[src/rtl/run_ctrl_unit.sv]
// Run control: button debounce, mode FSM, CPU clock-enable divider,
// single-step, cycle breakpoint and saturating enable counter.
module run_ctrl_unit #(
  parameter int CNT_W       = 32,
  parameter int DIV_W       = 23,
  parameter int DBNC_CYCLES = 100000
) (
  input  logic             fpga_clk_i,
  input  logic             rst_n_i,
  input  logic [5:0]       btn_i,
  input  logic             exc_valid_i,
  input  logic [3:0]       exc_code_i,
  input  logic [4:0]       div_sel_i,
  input  logic             clear_cnt_i,
  input  logic             bp_en_i,
  input  logic [CNT_W-1:0] bp_cycle_i,
  output logic             cpu_ce_o,
  output logic             cpu_rst_o,
  output logic [3:0]       mode_o,
  output logic [CNT_W-1:0] cycle_cnt_o,
  output logic             cnt_sat_o,
  output logic             bp_hit_o
);

  typedef enum logic [3:0] {
    M_ERR   = 4'd2,
    M_PAUSE = 4'd4,
    M_RUN   = 4'd5,
    M_UART  = 4'd6
  } mode_e;

  localparam int DB_W = $clog2(DBNC_CYCLES + 1);
  localparam logic [DB_W-1:0] DB_LAST = DB_W'(DBNC_CYCLES - 1);
  localparam logic [4:0] S_MAX = 5'(DIV_W);

  logic [5:0]      sync1, sync2;
  logic [5:0]      stab, acc, pls;
  logic [DB_W-1:0] db_cnt [6];

  // The cycle in which a new level is seen counts as the first stable clock.
  always_ff @(posedge fpga_clk_i or negedge rst_n_i) begin
    if (!rst_n_i) begin
      sync1 <= '0;
      sync2 <= '0;
      stab  <= '0;
      acc   <= '0;
      pls   <= '0;
      for (int i = 0; i < 6; i++) db_cnt[i] <= '0;
    end else begin
      sync1 <= btn_i;
      sync2 <= sync1;
      for (int i = 0; i < 6; i++) begin
        pls[i] <= 1'b0;
        if (sync2[i] != stab[i]) begin
          stab[i]   <= sync2[i];
          db_cnt[i] <= DB_W'(1);
        end else if (db_cnt[i] != DB_LAST) begin
          db_cnt[i] <= db_cnt[i] + DB_W'(1);
        end else begin
          acc[i] <= stab[i];
          pls[i] <= stab[i] & ~acc[i];
        end
      end
    end
  end

  logic rst_p, err_p, pause_p, cont_p, uart_p, step_p;
  assign rst_p   = pls[0];
  assign err_p   = pls[1];
  assign pause_p = pls[2];
  assign cont_p  = pls[3];
  assign uart_p  = pls[4];
  assign step_p  = pls[5];

  mode_e mode_q, mode_d;
  logic  in_run, in_pause, in_uart;
  assign in_run   = (mode_q == M_RUN);
  assign in_pause = (mode_q == M_PAUSE);
  assign in_uart  = (mode_q == M_UART);

  logic [DIV_W-1:0] div_cnt, div_mask;
  logic [4:0]       s_eff;
  logic             term;
  assign s_eff    = (div_sel_i > S_MAX) ? S_MAX : div_sel_i;
  assign div_mask = ~({DIV_W{1'b1}} << s_eff);
  assign term     = ((div_cnt & div_mask) == div_mask);

  logic  exc_hit;
  mode_e exc_mode;
  logic  hit, rst_ev, bp_stop, bp_cond, ce_d;

  assign bp_cond = in_run && bp_en_i && (cycle_cnt_o == bp_cycle_i);

  always_comb begin
    exc_hit  = 1'b0;
    exc_mode = mode_q;
    if (exc_valid_i) begin
      case (exc_code_i)
        4'd2: if (!in_uart)  begin exc_hit = 1'b1; exc_mode = M_ERR;   end
        4'd4: if (in_run)    begin exc_hit = 1'b1; exc_mode = M_PAUSE; end
        4'd1: if (!in_uart)  begin exc_hit = 1'b1; exc_mode = M_RUN;   end
        4'd3: if (in_pause)  begin exc_hit = 1'b1; exc_mode = M_RUN;   end
        4'd6: if (in_uart)   begin exc_hit = 1'b1; exc_mode = M_RUN;   end
        4'd5: begin exc_hit = 1'b1; exc_mode = M_UART; end
        default: ;
      endcase
    end
  end

  // First match wins; any match blocks a step in the same cycle.
  always_comb begin
    mode_d  = mode_q;
    hit     = 1'b1;
    rst_ev  = 1'b0;
    bp_stop = 1'b0;
    if (uart_p) begin
      mode_d = M_UART;
    end else if (rst_p && !in_uart) begin
      mode_d = M_RUN;
      rst_ev = 1'b1;
    end else if (err_p && !in_uart) begin
      mode_d = M_ERR;
    end else if (pause_p && in_run) begin
      mode_d = M_PAUSE;
    end else if (cont_p && (in_pause || in_uart)) begin
      mode_d = M_RUN;
    end else if (exc_hit) begin
      mode_d = exc_mode;
    end else if (bp_cond) begin
      mode_d  = M_PAUSE;
      bp_stop = 1'b1;
    end else begin
      hit = 1'b0;
    end
  end

  assign ce_d = (in_run && (mode_d == M_RUN) && term && !bp_stop)
              | (in_pause && step_p && !hit);

  always_ff @(posedge fpga_clk_i or negedge rst_n_i) begin
    if (!rst_n_i) begin
      mode_q    <= M_PAUSE;
      cpu_ce_o  <= 1'b0;
      cpu_rst_o <= 1'b0;
      bp_hit_o  <= 1'b0;
      div_cnt   <= '0;
    end else begin
      mode_q    <= mode_d;
      cpu_ce_o  <= ce_d;
      cpu_rst_o <= rst_ev;
      bp_hit_o  <= bp_stop;
      div_cnt   <= in_run ? div_cnt + DIV_W'(1) : '0;
    end
  end

  logic [CNT_W-1:0] cnt_nx;
  assign cnt_nx = cycle_cnt_o + CNT_W'(1);

  always_ff @(posedge fpga_clk_i or negedge rst_n_i) begin
    if (!rst_n_i) begin
      cycle_cnt_o <= '0;
      cnt_sat_o   <= 1'b0;
    end else if (clear_cnt_i || rst_ev) begin
      cycle_cnt_o <= '0;
      cnt_sat_o   <= 1'b0;
    end else if (ce_d) begin
      if (&cycle_cnt_o) begin
        cnt_sat_o <= 1'b1;
      end else begin
        cycle_cnt_o <= cnt_nx;
        if (&cnt_nx) cnt_sat_o <= 1'b1;
      end
    end
  end

  assign mode_o = mode_q;

endmodule
[config.mk]
export PLATFORM = sky130hd
export DESIGN_NAME = run_ctrl_unit
export DESIGN_NICKNAME = d
export VERILOG_FILES = /design/src/rtl/run_ctrl_unit.sv
export SDC_FILE = /design/constraint.sdc
export NUM_CORES = 1
export LEC_CHECK = 0
export BUFFER_PORTS_ARGS = -buffer_cell sky130_fd_sc_hd__buf_4
export CAP_MARGIN = 20
export CORE_ASPECT_RATIO = 1.4
export CORE_UTILIZATION = 45
export DETAILED_ROUTE_END_ITERATION = 6
export GPL_ROUTABILITY_DRIVEN = 0
export SETUP_SLACK_MARGIN = 0.15
export SLEW_MARGIN = 0
export SYNTH_ARGS = -nofsm -noshare
export SYNTH_HDL_FRONTEND = slang
export SYNTH_SLANG_ARGS = --single-unit
[constraint.sdc]
create_clock -name fpga_clk_i -period 3.2 [get_ports fpga_clk_i]
set_clock_uncertainty 0.05 [all_clocks]
set_input_delay 0.32 -clock fpga_clk_i [delete_from_list [all_inputs] [get_ports fpga_clk_i]]
set_output_delay 0.32 -clock fpga_clk_i [all_outputs]
set_load 0.005 [all_outputs]
==> impl_metrics.json <==
{
  "viasPerCell": 5.64,
  "hold_viol": 0,
  "setup_tns_ns": 0,
  "htreeDepth": 4,
  "ys_ff_latch": 195,
  "yosysSeqAreaShare": 0.459,
  "io_buffers": 91,
  "layout.nets": 1333,
  "worst-r2r-cell-count": 10,
  "pin_count": 92,
  "status": "finished clean",
  "rows": 66,
  "finalSetupViolations": 0,
  "drt-pass1-iter-count": 6,
  "maxCapViolations": 0,
  "dp_hpwl_mm": 18.4,
  "powerDensity_nw_per_um2": 441,
  "grt_max_degree": 63,
  "worstSetupPathType": "flip-flop to flip-flop",
  "grt_pass1_wl_mm": 42.7,
  "clock_path_buffers": 2,
  "dr_total_vias": 8969,
  "core_area_um2": 23200,
  "die-area_um2": 24200,
  "synth_edf_count": 0,
  "max_freq_ghz": 0.341,
  "numCtsBuffers": 17,
  "worstMarginPinSlew_ns": 0.567,
  "setup.worst_path.start": "mode_o[2]",
  "slew_headroom": 0.618,
  "die_width_um": 132,
  "min_period_ns": 2.93,
  "synth_top_flop_cell": "dfrtp_1",
  "cp.required_ns": 3.53,
  "cp_data_arrival_time_ns": 3.26,
  "syn-num-nets": 1222,
  "die_h_um": 184,
  "fin_crit_sh": 0.915,
  "vdd_drop_max_v": 0.000374,
  "rsz0062_at_grt": "yes",
  "synthCells": 1161,
  "worstHoldStart": "exc_code_i[3]",
  "critPathLaunchType": "flip-flop",
  "antennaDiodeCount": 0,
  "avgSynthCellArea_um2": 9.15,
  "overflow": 0,
  "layout-drive-gt1-share": 0.152,
  "grt_pass1_vias": 8639,
  "final_cell_mix": "192 x dfrtp_1, 144 x nor2_1, 131 x buf_4, 112 x xor2_1, 90 x nand2_1",
  "crit-reg2reg-launch": "mode_o[2]",
  "drt-total-wl_mm": 26.0,
  "power_leakage_nw": 5.38,
  "clock-sinks": 195,
  "ant_nets": 0,
  "synth.distinct_cells": 72,
  "synth_warnings": 0,
  "drv_slew": 0,
  "wire_per_inst_um": 16.3,
  "area_growth_pct": 18.4,
  "async_flop_share": 1.00,
  "final_core_util": 0.542,
  "crit_path_end_kind": "flip-flop",
  "path_clk_slew_ns": 0.07,
  "syn_area_um2": 10600,
  "insertion_delay_ns": 0.44,
  "hold_class": "input port to flip-flop",
  "post-place-ws_ns": 0.200,
  "cts_tree": "built",
  "initial_core_util": 0.458,
  "stdcell_area_um2": 12600,
  "track_usage": 0.220,
  "holdPathStages": 4,
  "cp_max_fo": 7,
  "clk_root_buffer_cell": "clkbuf_16",
  "dpl_cell_area_um2": 11800,
  "drt_iter0_markers": 424,
  "finalWorstSetupSlack_ns": 0.271,
  "antenna_found_initial": 0,
  "layout_commonest_cell": "dfrtp_1",
  "drc_errors": 0
}
[cell type report]
class | count | area, µm²
fill | 2182 | 10600
multi-input combinational | 892 | 5460
sequential | 195 | 4880
timing repair buffer | 147 | 1200
clock buffer | 18 | 439
tap | 306 | 383
clock inverter | 14 | 140
inverter | 19 | 71.3
[cells by family (layout without fill, tap and decap cells)]
| family | Yosys count | in the layout | synth area share |
|---|---|---|---|
| AND/OR/NAND/NOR | 566 | 566 | 0.279 |
| flip-flops | 195 | 195 | 0.459 |
| AO/OA/AOI/OAI | 170 | 170 | 0.0993 |
| XOR/XNOR | 142 | 142 | 0.117 |
| buffers and inverters | 74 | 198 | 0.0303 |
| adder cells (fa/ha/maj) | 9 | 9 | 0.0106 |
| multiplexers | 5 | 5 | 0.00471 |
[Yosys cell counts (all sizes together) (4+ instances only)]
| cell | number | area, µm² |
|---|---|---|
| nor2b | 7 | 43.8 |
| clkbuf | 40 | 150 |
| o211ai | 12 | 90.1 |
| nor2 | 144 | 541 |
| nor3b | 5 | 42.5 |
| xor2 | 112 | 981 |
| nor3 | 26 | 130 |
| nand2 | 90 | 338 |
| nand2b | 14 | 87.6 |
| nand3 | 84 | 420 |
| xnor2 | 30 | 263 |
| and4b | 4 | 40.0 |
| and3 | 27 | 169 |
| a21oi | 58 | 290 |
| inv | 19 | 71.3 |
| nor4b | 7 | 61.3 |
| nor4 | 30 | 209 |
| a31oi | 6 | 37.5 |
| nand4 | 47 | 294 |
| o31ai | 7 | 52.6 |
| mux2i | 5 | 50.1 |
| or4 | 20 | 150 |
| nand3b | 5 | 37.5 |
| and2 | 9 | 56.3 |
| or3 | 31 | 194 |
| dfrtp | 194 | 4850 |
| buf | 15 | 100 |
| o21ai | 50 | 254 |
| ha | 9 | 113 |
[what timing repair did]
item / CTS / global route
hold buffers: 7 / 0
gates resized for setup: 0 / 10
endpoints found under the setup margin: 0 / 28
endpoints found under the hold margin: 51 / 0
buffers inserted: 0 / 12
[flip-flops by register name, indices dropped and copies added (netlist names), 4 cells and up]
register,count
acc,6
cycle_cnt_o,32
db_cnt,102
div_cnt,23
mode_o,4
pls,6
stab,6
sync1,6
sync2,6
[layer usage]
| layer | wire (µm) | vias up | global-route usage | share of wire |
|---|---|---|---|---|
| li1 | - | 4359 | - | - |
| met1 | 10900 | 4333 | 0.261 | 0.42 |
| met2 | 13100 | 218 | 0.386 | 0.51 |
| met3 | 1120 | 59 | 0.0405 | 0.043 |
| met4 | 788 | 0 | 0.0995 | 0.030 |
| met5 | 0 | - | 0 | 0 |
[final timing paths]
| path | end | slack [ns] |
|---|---|---|
| max | cycle_cnt_o[17] | 0.27 |
| min | mode_o[3] | 0.24 |
| max reg2reg | cycle_cnt_o[17] | 0.27 |
| min reg2reg | sync2[3] | 0.30 |
| max in group asynchronous | db_cnt[20] | 2.00 |
| min in group asynchronous | div_cnt[16] | 0.33 |
[critical path: stages, from the launching register on]
cell and delay, ns:
dfstp_2 0.58, and4bb_2 0.32, a211oi_4 0.09, nor4_4 0.49
a31oi_1 0.17, o21ai_2 0.11, a32oi_4 0.18, buf_12 0.18
buf_6 0.12, or4_1 0.49, nand2_1 0.07
[through the flow]
stage	hold slack (ns)	power, mW	instances
floorplan	-0.0256	3.10	1161
global placement	0.259	3.37	1539
detailed placement	0.259	3.39	1539
CTS	0.221	5.54	1578
global route	0.234	5.80	1591
finish	0.237	5.55	1591
[report_power, final]
part / leakage (nW) / internal (mW) / switching, mW
combinational: 2.46 / 0.355 / 0.399
sequential: 2.64 / 2.56 / 0.105
clock: 0.275 / 1.12 / 1.01
total: 5.38 / 4.03 / 1.52
Note: power is estimated with default switching activity, not from simulation.
